**config.mk**
```make
export PLATFORM = sky130hd
export DESIGN_NAME = ex_hilo_muldiv_flat
export DESIGN_NICKNAME = d
export VERILOG_FILES = /design/src/rtl/hilo_pkg.sv /design/src/rtl/ex_hilo_muldiv_if.sv /design/src/rtl/ex_hilo_muldiv_iter.sv /design/src/rtl/ex_hilo_muldiv.sv /design/src/flat_wrapper.sv
export SDC_FILE = /design/constraint.sdc
export NUM_CORES = 1
export LEC_CHECK = 0
export ABC_CLOCK_PERIOD_IN_PS = 8700
export CAP_MARGIN = 20
export CORE_UTILIZATION = 50
export CTS_BUF_LIST = sky130_fd_sc_hd__clkbuf_16
export DETAILED_ROUTE_END_ITERATION = 7
export HOLD_SLACK_MARGIN = 0.08
export PLACE_DENSITY = 0.76
export REMOVE_ABC_BUFFERS = 1
export SYNTH_ARGS = -nofsm -noshare
export SYNTH_HDL_FRONTEND = slang
export SYNTH_HIERARCHICAL = 1
export SYNTH_SLANG_ARGS = --single-unit
```
**constraint.sdc**
```tcl
create_clock -name clk -period 8.7 [get_ports clk]
set_input_delay 1.305 -clock clk [delete_from_list [all_inputs] [get_ports clk]]
set_output_delay 1.305 -clock clk [all_outputs]
set_load 0.01 [all_outputs]
```
**src/rtl/hilo_pkg.sv**
```systemverilog
// Shared definitions for the EX-stage multiply/divide unit: operand width,
// op encodings and the sequencer state type.
package hilo_pkg;
   localparam int XLEN  = 32;
   localparam int CNT_W = $clog2(XLEN);

   localparam logic [2:0] OP_NONE  = 3'd0;
   localparam logic [2:0] OP_MULT  = 3'd1;
   localparam logic [2:0] OP_MULTU = 3'd2;
   localparam logic [2:0] OP_DIV   = 3'd3;
   localparam logic [2:0] OP_DIVU  = 3'd4;
   localparam logic [2:0] OP_MTHI  = 3'd5;
   localparam logic [2:0] OP_MTLO  = 3'd6;
   localparam logic [2:0] OP_RSVD  = 3'd7;

   typedef enum logic [1:0] {
      IDLE = 2'd0,
      RUN  = 2'd1,
      FIX  = 2'd2
   } state_e;
endpackage

```
**src/rtl/ex_hilo_muldiv_if.sv**
```systemverilog
// Bundle between ID/EX and the multiply/divide unit: op/operands and
// mfhi/mflo requests in, HI/LO values and busy/stall out.
interface ex_hilo_muldiv_if;
   import hilo_pkg::*;
   logic [2:0]      op;
   logic [XLEN-1:0] busA;
   logic [XLEN-1:0] busB;
   logic            rd_hi;
   logic            rd_lo;
   logic [XLEN-1:0] hi;
   logic [XLEN-1:0] lo;
   logic            busy;
   logic            stall;

   modport master (output op, busA, busB, rd_hi, rd_lo,
                   input  hi, lo, busy, stall);
   modport slave  (input  op, busA, busB, rd_hi, rd_lo,
                   output hi, lo, busy, stall);
endinterface

```
**src/rtl/ex_hilo_muldiv_iter.sv**
```systemverilog
// Shared iterative datapath: one shift-add multiply step or one restoring
// divide step per enabled edge, operating on unsigned magnitudes.
module muldiv_iter
   import hilo_pkg::*;
(
   input  logic              clk,
   input  logic              rst,
   input  logic              start_i,
   input  logic              step_i,
   input  logic              div_i,
   input  logic [XLEN-1:0]   a_i,
   input  logic [XLEN-1:0]   b_i,
   output logic [2*XLEN-1:0] acc_o,
   output logic              last_o
);
   // acc_q upper half: running product high word / partial remainder.
   // acc_q lower half: multiplier bits still to consume / dividend-then-quotient.
   logic [2*XLEN-1:0] acc_q, acc_d;
   logic [XLEN-1:0]   opnd_q, opnd_d;
   logic              div_q, div_d;
   logic [CNT_W-1:0]  cnt_q, cnt_d;

   logic [XLEN:0]     mul_sum;
   logic [XLEN:0]     shifted;
   logic [XLEN:0]     diff;
   logic              ge;

   always_comb begin
      mul_sum = {1'b0, acc_q[2*XLEN-1:XLEN]} + (acc_q[0] ? {1'b0, opnd_q} : '0);
      shifted = acc_q[2*XLEN-1:XLEN-1];
      diff    = shifted - {1'b0, opnd_q};
      ge      = ~diff[XLEN];

      acc_d  = acc_q;
      opnd_d = opnd_q;
      div_d  = div_q;
      cnt_d  = cnt_q;
      if (start_i) begin
         acc_d  = {{XLEN{1'b0}}, (div_i ? a_i : b_i)};
         opnd_d = div_i ? b_i : a_i;
         div_d  = div_i;
         cnt_d  = '0;
      end else if (step_i) begin
         if (div_q)
            acc_d = {(ge ? diff[XLEN-1:0] : shifted[XLEN-1:0]), acc_q[XLEN-2:0], ge};
         else
            acc_d = {mul_sum, acc_q[XLEN-1:1]};
         cnt_d = cnt_q + 1'b1;
      end
   end

   always_ff @(posedge clk or posedge rst) begin
      if (rst) begin
         acc_q  <= '0;
         opnd_q <= '0;
         div_q  <= 1'b0;
         cnt_q  <= '0;
      end else begin
         acc_q  <= acc_d;
         opnd_q <= opnd_d;
         div_q  <= div_d;
         cnt_q  <= cnt_d;
      end
   end

   assign acc_o  = acc_q;
   assign last_o = step_i && (cnt_q == CNT_W'(XLEN-1));
endmodule

```
**src/rtl/ex_hilo_muldiv.sv**
```systemverilog
// EX-stage multiply/divide unit: sequencer FSM, sign bookkeeping, HI/LO
// architectural registers and the pipeline stall request.
module ex_hilo_muldiv
   import hilo_pkg::*;
(
   input  logic             clk,
   input  logic             rst,
   ex_hilo_muldiv_if.slave  mdu
);
   state_e            state_q, state_d;
   logic              start, busy, op_valid;
   logic              is_div, is_signed, sign_a, sign_b;
   logic [XLEN-1:0]   a_abs, b_abs;
   logic [2*XLEN-1:0] acc, prod;
   logic              last;
   logic [XLEN-1:0]   res_hi, res_lo;
   logic [XLEN-1:0]   hi_q, lo_q, a_raw_q;
   logic              div_q, neg_lo_q, neg_hi_q, div0_q;

   assign is_div    = (mdu.op == OP_DIV)  || (mdu.op == OP_DIVU);
   assign is_signed = (mdu.op == OP_MULT) || (mdu.op == OP_DIV);
   assign sign_a    = is_signed & mdu.busA[XLEN-1];
   assign sign_b    = is_signed & mdu.busB[XLEN-1];
   assign a_abs     = sign_a ? -mdu.busA : mdu.busA;
   assign b_abs     = sign_b ? -mdu.busB : mdu.busB;

   always_comb begin
      state_d = state_q;
      start   = 1'b0;
      case (state_q)
         IDLE: if (mdu.op inside {OP_MULT, OP_MULTU, OP_DIV, OP_DIVU}) begin
            start   = 1'b1;
            state_d = RUN;
         end
         RUN:  if (last) state_d = FIX;
         FIX:  state_d = IDLE;
         default: state_d = IDLE;
      endcase
   end

   always_ff @(posedge clk or posedge rst) begin
      if (rst) state_q <= IDLE;
      else     state_q <= state_d;
   end

   muldiv_iter u_iter (
      .clk     (clk),
      .rst     (rst),
      .start_i (start),
      .step_i  (state_q == RUN),
      .div_i   (is_div),
      .a_i     (a_abs),
      .b_i     (b_abs),
      .acc_o   (acc),
      .last_o  (last)
   );

   // Divide-by-zero is overridden at FIX rather than special-cased in the
   // datapath, so latency stays identical for every op.
   always_ff @(posedge clk or posedge rst) begin
      if (rst) begin
         div_q    <= 1'b0;
         neg_lo_q <= 1'b0;
         neg_hi_q <= 1'b0;
         div0_q   <= 1'b0;
         a_raw_q  <= '0;
      end else if (start) begin
         div_q    <= is_div;
         neg_lo_q <= sign_a ^ sign_b;
         neg_hi_q <= is_div ? sign_a : (sign_a ^ sign_b);
         div0_q   <= is_div && (mdu.busB == '0);
         a_raw_q  <= mdu.busA;
      end
   end

   always_comb begin
      prod   = neg_lo_q ? -acc : acc;
      res_hi = prod[2*XLEN-1:XLEN];
      res_lo = prod[XLEN-1:0];
      if (div_q) begin
         res_lo = neg_lo_q ? -acc[XLEN-1:0]      : acc[XLEN-1:0];
         res_hi = neg_hi_q ? -acc[2*XLEN-1:XLEN] : acc[2*XLEN-1:XLEN];
         if (div0_q) begin
            res_lo = '1;
            res_hi = a_raw_q;
         end
      end
   end

   always_ff @(posedge clk or posedge rst) begin
      if (rst) begin
         hi_q <= '0;
         lo_q <= '0;
      end else if (state_q == FIX) begin
         hi_q <= res_hi;
         lo_q <= res_lo;
      end else if (state_q == IDLE) begin
         if (mdu.op == OP_MTHI) hi_q <= mdu.busA;
         if (mdu.op == OP_MTLO) lo_q <= mdu.busA;
      end
   end

   assign busy      = (state_q != IDLE);
   assign op_valid  = (mdu.op != OP_NONE) && (mdu.op != OP_RSVD);
   assign mdu.busy  = busy;
   assign mdu.stall = busy & (op_valid | mdu.rd_hi | mdu.rd_lo);
   assign mdu.hi    = hi_q;
   assign mdu.lo    = lo_q;
endmodule

```
**src/flat_wrapper.sv**
```systemverilog
// flat-port wrapper written by rule: the top's interface ports become plain ports
module ex_hilo_muldiv_flat import hilo_pkg::*;
  (clk, rst, mdu_op, mdu_busA, mdu_busB, mdu_rd_hi, mdu_rd_lo, mdu_hi, mdu_lo, mdu_busy, mdu_stall);
  ex_hilo_muldiv_if mdu_i ();
  input  logic clk;
  input  logic rst;
  input wire logic [$bits(mdu_i.op)-1:0] mdu_op;
  input wire logic [$bits(mdu_i.busA)-1:0] mdu_busA;
  input wire logic [$bits(mdu_i.busB)-1:0] mdu_busB;
  input wire logic [$bits(mdu_i.rd_hi)-1:0] mdu_rd_hi;
  input wire logic [$bits(mdu_i.rd_lo)-1:0] mdu_rd_lo;
  output wire logic [$bits(mdu_i.hi)-1:0] mdu_hi;
  output wire logic [$bits(mdu_i.lo)-1:0] mdu_lo;
  output wire logic [$bits(mdu_i.busy)-1:0] mdu_busy;
  output wire logic [$bits(mdu_i.stall)-1:0] mdu_stall;
  assign mdu_i.op = mdu_op;
  assign mdu_i.busA = mdu_busA;
  assign mdu_i.busB = mdu_busB;
  assign mdu_i.rd_hi = mdu_rd_hi;
  assign mdu_i.rd_lo = mdu_rd_lo;
  assign mdu_hi = mdu_i.hi;
  assign mdu_lo = mdu_i.lo;
  assign mdu_busy = mdu_i.busy;
  assign mdu_stall = mdu_i.stall;
  ex_hilo_muldiv u_core (.clk(clk), .rst(rst), .mdu(mdu_i));
endmodule
```
# [Word level (Yosys, flattened, before mapping)]
# Index checks and enable logic that the tools add are counted.
[totals] latch_bits=0 elab_cells=85 register_bits=203 ramBits=0 memories=0 romBits=0
[op_classes] n_mul=0 n_mux=30 n_div=0 reduce_logical=17 eq_ne=12 n_lt_le_gt_ge=0 bitwise_logic=7 n_addsub=8 shift=0
[op_table] op="32-bit 2-to-1 mux" n=18
[op_table] op="64-bit 2-to-1 mux" n=4
[op_table] op="32-bit negation" n=4
[op_table] op="64-bit negation" n=1
[op_table] op="32-bit by 33-bit adder with 33-bit output" n=1
[op_table] op="33-bit by 32-bit subtractor with 33-bit output" n=1
[op_table] op="32-bit zero test" n=1
[op_table] op="5-bit 2-to-1 mux" n=2
[op_table] op="2-bit nonzero test" n=5
[op_table] op="3-bit == test, second input constant" n=3
[op_table] op="3-bit by 2-bit == test with 1-bit output, second input constant" n=2
[op_table] op="2-bit AND reduction" n=3
[op_table] op="5-bit by 1-bit adder with 5-bit output, second input constant" n=1
[op_table] op="5-bit == test, second input constant" n=1
[op_table] op="2-bit 2-to-1 mux" n=2
[op_table] op="2-bit by 1-bit inequality test with 1-bit output, second input constant" n=2
[op_table] op="2-bit one-hot mux with 2 select lines" n=1
[op_table] op="4-bit nonzero test" n=1
[op_table] op="1-bit bitwise AND" n=3
[op_table] op="3-bit by 1-bit == test with 1-bit output, second input constant" n=1
[op_table] op="1-bit logical AND" n=3
[op_table] op="1-bit 2-to-1 mux" n=3
[op_table] op="3-bit inequality test, second input constant" n=1
[op_table] op="3-bit nonzero test" n=1
[op_table] op="other kinds (7)" n=9

# [Longest topological paths before layout]
# Gate-level depths: netlist of the first run.
[logic_depth] word_depth=6 depth_mapped=14

# [By module]
# The synthesis of the first run kept the hierarchy.
[modules_own_cells] mod="muldiv_iter" cells_per_inst=1150 area_each_um2=9380.2 instances=1
[modules_own_cells] mod="ex_hilo_muldiv" cells_per_inst=1163 area_each_um2=8695.8 instances=1

# [Least setup slack after synthesis of the first run]
# No wires, ideal clock.
[synth_timing] path_type="input to register" from="input port mdu_busB[12]" to="register u_core.u_iter.opnd_q[27]" setup_time_ns=0.077 arrival_time_ns=3.802 path_stages=9 slack_ns=4.821 required_ns=8.623 cell_sequence="or4_4 > or3_4 > or4b_1 > buf_2 > or3_4 > o41ai_4 > xnor2_1 > mux2i_1 > a21oi_1"
[synth_between] elab_chain_len=3
[synth_lines] element="start: declaration" line="flat_wrapper.sv:9" source="input wire logic [$bits(mdu_i.busB)-1:0] mdu_busB;"
[synth_lines] element="32-bit negation" line="ex_hilo_muldiv.sv:25" source="assign b_abs = sign_b ? -mdu.busB : mdu.busB;"
[synth_lines] element="32-bit 2-to-1 mux" line="ex_hilo_muldiv.sv:25"
[synth_lines] element="via u_core.b_abs[27]" line="ex_hilo_muldiv.sv:13" source="logic [XLEN-1:0] a_abs, b_abs;"
[synth_lines] element="32-bit 2-to-1 mux" line="ex_hilo_muldiv_iter.sv:40" source="opnd_d = div_i ? b_i : a_i;"
[synth_lines] element="end signal: assignment" line="ex_hilo_muldiv_iter.sv:60" source="opnd_q <= opnd_d;"
[synth_lines] element="end: declaration" line="ex_hilo_muldiv_iter.sv:19" source="logic [XLEN-1:0] opnd_q, opnd_d;"
# The timed path passes the listed nets, and every way through them passes these cells.
# A chain may end at the register's enable or synchronous reset.

# [Worst setup path in the final report of the first run]
[layout_timing] from="input port mdu_op[1]" to="output port mdu_stall"
[layout_between] elab_chain_len=5
[layout_lines] element="start: declaration" line="flat_wrapper.sv:7" source="input wire logic [$bits(mdu_i.op)-1:0] mdu_op;"
[layout_lines] element="3-bit inequality test or 3-bit nonzero test (tied branches)" line="ex_hilo_muldiv.sv:104" source="assign op_valid = (mdu.op != OP_NONE) && (mdu.op != OP_RSVD);"
[layout_lines] element="1-bit logical AND *" line="ex_hilo_muldiv.sv:104"
[layout_lines] element="1-bit OR * (2 in a row)" line="ex_hilo_muldiv.sv:106" source="assign mdu.stall = busy & (op_valid | mdu.rd_hi | mdu.rd_lo);"
[layout_lines] element="1-bit bitwise AND *" line="ex_hilo_muldiv.sv:106"
[layout_lines] element="end: declaration" line="flat_wrapper.sv:15" source="output wire logic [$bits(mdu_i.stall)-1:0] mdu_stall;"
# Mark *: on every way between the ends. The rest lies on a longest branch, timed or not.

==> results.py, run 1 <==
metrics = {
    "outcome": {
        "status": "finished, violations left",
        "violations": "DRC",
    },
    "placement": {
        "hpwl_um": 47300,
        "port-buffer-count": 136,
        "gp_congestion": 1.01,
    },
    "floorplan": {
        "start_util_pct": 50.8,
        "rows": 69,
        "io_pins": 137,
        "core_um2": 35600,
        "fp.dieArea_um2": 36900,
        "dieHeight_um": 192,
        "fp.dieW_um": 192,
    },
    "setup_path": {
        "cp.required_ps": 7390,
        "cp_cell_sequence": "clkdlybuf4s50_1 > nor2_1 > nand2_1 > a211oi_1 > nor2_1 > clkdlybuf4s50_1",
        "end_kind": "primary output",
        "cp_num_buf_inv": 2,
        "max_stage_delay_ps": 590,
        "reg2regPathDepth": 13,
        "cp-startpoint": "mdu_op[1]",
        "critPathKind": "in -> out",
        "critPathMaxFanout": 10,
        "start_kind": "input pin",
        "cp.arrival_ps": 3120,
        "crit_slowest_cell": "clkdlybuf4s50_1",
        "r2r-end": "u_core/u_iter/acc_o[62]",
        "cp_top_family": "buffers and inverters",
        "r2r_slack_ps": 4710,
        "timing.rr.start": "u_core/u_iter/acc_o[0]",
    },
    "pwr": {
        "power_density_nw_per_um2": 431,
        "leakage_nw": 8.39,
        "ir_worst_vdd_mv": 0.306,
    },
    "synth": {
        "ys_seq_area_share_pct": 28.2,
        "syn_area_per_cell_um2": 7.81,
        "syn_inst": 2313,
        "yosys_warnings": 6,
        "ys_ff_latch": 204,
        "synth_ff_type": "dfrtp_1",
        "synth_edf_count": 0,
        "async_reset_ff_share_pct": 100,
        "syn_area_um2": 18100,
        "ys_types": 105,
    },
    "timing": {
        "finalHoldViolations": 0,
        "fin_crit_ps": 4430,
        "slew_headroom_pct": 24.6,
        "rsz0062_at_grt": "false",
        "finalSetupViolations": 0,
        "fin_tns_setup_ps": 0,
        "slew_viol_final": 0,
        "period_share_pct": 50.9,
        "final.setup_skew_ps": 12.1,
        "fmax_ghz": 0.226,
        "max_slew.worst_pin.slew_ps": 1120,
        "whs_ps": 469,
    },
    "global_route": {
        "grt_overflow": 0,
        "antenna_found_initial": 1,
        "grt_pass1_wl_um": 98500,
        "grt_usage_pct": 34.5,
        "grt_start_max_net_pins": 99,
        "grt_pass1_vias": 17100,
    },
    "cells_and_area": {
        "drive_gt1_share_pct": 5.00,
        "diodes": 0,
        "areaGrowthSynthToFinish_pct": 12.8,
        "layout.nets": 2487,
    },
    "clock_network": {
        "clockRootBuffer": "clkbuf_16",
        "cts_made_buffers": 24,
        "clk_pin_slew_ps": 60,
        "clkSinkCount": 204,
        "cts_tree": "done",
        "htree_num_levels": 1,
        "clockBufferDepth": 3,
        "hold_buffers": 0,
        "worstSkewPairLatency_ps": 540,
        "cts_resized": 0,
        "post_cts_buffers": 0,
    },
    "drt": {
        "final_antenna_net_count": 0,
        "drc": 2,
        "drt_iter0_drc": 2468,
        "post_drt_wl_per_cell_um": 22.7,
        "routed_via_density": 6.53,
        "routed_wl_um": 64200,
        "num_vias": 18400,
        "drt_pass1_iterations": 8,
    },
    "worst_hold_path": {
        "hold_depth": 2,
        "hp-class": "reg -> reg",
        "hold_path_end": "u_core/a_raw_q[24]",
        "min-delay-start": "u_core/a_raw_q[24]",
    },
    "run": {
        "drv_cap": 0,
    },
}
## synth_stat cells, drive strengths merged, types with 42 or more instances
cell type,number,area [um^2]
o21ai,128,652
mux2i,132,1320
a21oi,214,1090
nand2,320,1200
xnor2,85,763
ha,70,876
and2,44,275
clkbuf,121,454
nor2,216,811
nand3,42,215
nor3,43,220
dfrtp,204,5100
xor2,89,780
inv,81,304
## report_power, final
part	leakage, nW	switching [mW]	internal (mW)	total (mW)
registers	2.36	0.753	1.42	2.17
clock network	0.391	0.433	0.579	1.01
logic	5.63	3.19	2.41	5.60
## layout by cell type (no fill, tap or decap), drive strengths merged, types with 32 or more instances in the layout
master,instances
a21oi,214
nor2,216
nor4,32
ha,70
xor2,89
clkdlybuf4s50,136
a32oi,34
dfrtp,204
inv,85
and2,44
o21ai,128
mux2i,132
nand3,42
nor3,43
xnor2,85
o31ai,34
nand2,320
## worst min-delay path: stages (launching register included)
cell and delay, ps:
dfrtp_1 330, nand2_1 50, nand2_1 50
## metal layers
metal  wire [um]  track usage [%]  vias up
met4        3290             15.7        0
met1       27000             48.2     8817
met5           0                0        -
met2       27700             51.4     1064
met3        6250             6.16      167
li1            -                -     8391
## registers in the layout (all words and copies together) (netlist names)
signal and count:
u_core/neg_hi_q 1, u_core/a_raw_q 32, u_core/div_q 1, u_core/div0_q 1, u_core/mdu.hi 32, u_core/state_q 2, u_core/u_iter/div_q 1, u_core/u_iter/cnt_q 5
u_core/neg_lo_q 1, u_core/u_iter/opnd_q 32, u_core/mdu.lo 32, u_core/u_iter/acc_o 64
## cell families (layout without fill, tap and decap cells)
kind of cell | Yosys count | after routing | synth area share (%)
simple gates | 873 | 873 | 23.1
compound gates | 616 | 616 | 22.2
flops | 204 | 204 | 28.2
fa+ha+maj | 72 | 72 | 5.07
mux | 139 | 139 | 7.77
xor+xnor | 174 | 174 | 8.53
buf+inv | 235 | 284 | 5.13
## cell type report
| cell class | instances | area [um^2] |
|---|---|---|
| inverter | 81 | 312 |
| clock inverter | 19 | 145 |
| tap | 461 | 577 |
| clock buffer | 25 | 626 |
| multi-input combinational | 1874 | 12100 |
| timing repair buffer | 159 | 1530 |
| sequential | 204 | 5110 |
| fill | 3307 | 15200 |
## worst max path at each step
stage / slack [ps] / cells past startpoint / endpoint
2_1_floorplan: 1820 / 6 / u_core/u_iter/acc_o[62]
5_1_grt: 4020 / 9 / u_core/u_iter/acc_o[32]
4_1_cts: 4280 / 6 / mdu_stall
6_report: 4270 / 6 / mdu_stall
3_3_place_gp: 4110 / 10 / u_core/u_iter/acc_o[49]
3_5_place_dp: 3870 / 9 / u_core/u_iter/acc_o[48]
## through the flow
step / util [%] / power [mW] / instances / setup slack, ps / area, um^2
6_report: 57.3 / 8.78 / 2823 / 4270 / 20400
5_1_grt: 57.3 / 9.43 / 2823 / 4020 / 20400
4_1_cts: 57.3 / 8.66 / 2823 / 4280 / 20400
3_5_place_dp: 55.1 / 7.60 / 2779 / 3870 / 19600
3_3_place_gp: 55.1 / 7.49 / 2779 / 4110 / 19600
2_1_floorplan: - / 5.92 / 2159 / 1820 / 17500
(Power assumes the default switching activity.)
==> run 2, diff against run 1 <==
--- a/config.mk
+++ b/config.mk
@@ -5,7 +5,7 @@
 export SDC_FILE = /design/constraint.sdc
 export NUM_CORES = 1
 export LEC_CHECK = 0
-export ABC_CLOCK_PERIOD_IN_PS = 8700
+export ABC_CLOCK_PERIOD_IN_PS = 4300
 export CAP_MARGIN = 20
 export CORE_UTILIZATION = 50
 export CTS_BUF_LIST = sky130_fd_sc_hd__clkbuf_16
==> constraint.sdc (replaced) <==
create_clock -name clk -period 4.3 [get_ports clk]
set_input_delay 0.645 -clock clk [delete_from_list [all_inputs] [get_ports clk]]
set_output_delay 0.645 -clock clk [all_outputs]
set_load 0.01 [all_outputs]
==> results.py, run 2 (same netlist as run 1, synthesis figures left out) <==
metrics = {
    "cells_and_area": {
        "layout.cells.non_filler": 2865,
        "diodes": 0,
        "drive_gt1_share_pct": 6.49,
        "post-route-util_pct": 58.3,
        "final_cell_mix": "nand2_1 (319), nor2_1 (216), a21oi_1 (207)",
        "layout.nets": 2528,
        "areaGrowthSynthToFinish_pct": 14.8,
        "largest_register_ffs": 64,
        "final_common_cell": "nand2_1",
        "fin_area_um2": 20700,
        "final.fill_count": 3241,
    },
    "setup_path": {
        "timing.rr.start": "u_core/u_iter/acc_o[0]",
        "cp_cell_sequence": "and2_1 > ha_1 > inv_1 > fa_1 > nor2b_1 > o2111ai_1 > nand4b_1 > nand3_1 > a21oi_1 > a21oi_2 > o21ai_2 > a2111oi_0 > o41ai_1",
        "max_stage_delay_ps": 590,
        "crit_slowest_cell": "dfrtp_1",
        "critPathMaxFanout": 11,
        "start_kind": "flop",
        "cp.arrival_ps": 4160,
        "critPathKind": "reg -> reg",
        "cp.required_ps": 4730,
        "end_kind": "flop",
        "r2r-end": "u_core/u_iter/acc_o[63]",
        "reg2regPathDepth": 13,
        "r2r_slack_ps": 560,
    },
    "global_route": {
        "antenna_found_initial": 0,
        "grt_usage_pct": 35.8,
        "grt_start_max_net_pins": 74,
        "grt_pass1_wl_um": 102000,
        "grt_overflow": 0,
        "grt_pass1_vias": 17300,
    },
    "drt": {
        "drt_pass1_iterations": 6,
        "routed_wl_um": 66600,
        "routed_via_density": 6.54,
        "wirelength_met1_um": 28400,
        "drt_iter0_drc": 2218,
        "num_vias": 18700,
        "top_layer_used": "met4",
        "dr_wl_met2_um": 28300,
        "post_drt_wl_per_cell_um": 23.2,
        "final_antenna_net_count": 0,
        "drc": 0,
        "wl_met3_um": 5920,
    },
    "clock_network": {
        "post_cts_buffers": 0,
        "cts_resized": 0,
        "cts_made_buffers": 26,
        "clk_pin_slew_ps": 60,
        "clockBufferDepth": 3,
        "htree_num_levels": 1,
        "worstSkewPairLatency_ps": 550,
        "cts_tree": "done",
        "clockRootBuffer": "clkbuf_16",
        "hold_buffers": 0,
        "clkSinkCount": 204,
    },
    "timing": {
        "fin_crit_ps": 3740,
        "fmax_ghz": 0.268,
        "finalSetupViolations": 0,
        "fin_tns_setup_ps": 0,
        "slew_headroom_pct": 32.5,
        "slew_viol_final": 0,
        "period_share_pct": 86.9,
        "final.setup_skew_ps": 10.3,
        "rsz0062_at_grt": "false",
        "max_slew.worst_pin.slew_ps": 1010,
        "finalHoldViolations": 0,
    },
    "placement": {
        "port-buffer-count": 136,
        "dpl.cell_count": 2818,
        "hpwl_um": 49500,
        "gp_congestion": 1.01,
        "placed_area_um2": 19900,
    },
    "outcome": {
        "status": "complete, no violations",
    },
    "pwr": {
        "leakage_nw": 8.61,
        "ir_worst_vdd_mv": 0.576,
        "power_density_nw_per_um2": 862,
        "power_mw": 17.9,
    },
    "floorplan": {
        "fp.dieArea_um2": 36900,
        "start_util_pct": 50.8,
        "core_um2": 35600,
        "dieHeight_um": 192,
        "io_pins": 137,
        "rows": 69,
        "fp.dieW_um": 192,
    },
    "worst_hold_path": {
        "hold_depth": 2,
        "hp-class": "reg -> reg",
        "hold_path_end": "u_core/a_raw_q[25]",
        "min-delay-start": "u_core/a_raw_q[25]",
    },
    "run": {
        "drv_cap": 0,
    },
}
-- run 2: cell types whose count changed in the layout (fill, tap and decap cells not counted), sizes merged --
cell / change
clkbuf: +2
inv: -2
clkinvlp: -2
clkinv: +5
buf: +39
-- run 2: metal layers --
metal | GRT usage, % | vias up
met4 | 18.5 | 0
met1 | 50.6 | 9010
met3 | 4.17 | 197
met5 | 0 | -
li1 | - | 8446
met2 | 53.5 | 1089
-- run 2: cell type report --
| cell class | instances | area, um^2 | area share [%] |
|---|---|---|---|
| clock buffers | 27 | 676 | 3.26 |
| clock inverters | 20 | 136 | 0.657 |
| inverters | 81 | 312 | 1.50 |
| flip-flops and latches | 204 | 5110 | 24.6 |
| well taps | 461 | 577 | 2.78 |
| multi-input cells | 1874 | 12100 | 58.3 |
| repair buffers | 198 | 1850 | 8.93 |
-- run 2: worst max-delay path by stage --
stage | start | to | slack [ps]
after global routing | u_core/u_iter/acc_o[0] | u_core/u_iter/acc_o[62] | 420
after CTS | u_core/u_iter/acc_o[0] | u_core/u_iter/acc_o[63] | 660
after detailed placement | mdu_busB[10] | u_core/u_iter/opnd_q[31] | 370
after global placement | mdu_busB[10] | u_core/u_iter/opnd_q[31] | 410
after floorplan | mdu_op[0] | u_core/u_iter/acc_o[62] | -1920
final | u_core/u_iter/acc_o[0] | u_core/u_iter/acc_o[63] | 560
-- run 2: metrics by stage --
step	hold WS, ps	setup slack (ps)
2_1_floorplan	437	-1920
3_3_place_gp	456	412
3_5_place_dp	456	372
4_1_cts	470	662
5_1_grt	498	418
6_report	470	564
-- run 2: critical path: cells and delay by family (launching register included) --
kind	cells	cell delay, ps
flops	1	590
buf+inv	1	70
fa+ha+maj	2	620
simple gates	4	820
compound gates	6	1520
-- run 2: where the power goes --
part	leakage (nW)	switching [mW]	total [mW]	internal, mW
Combinational	5.83	6.44	11.4	4.95
Sequential	2.36	1.48	4.35	2.88
Clock	0.413	0.889	2.13	1.24
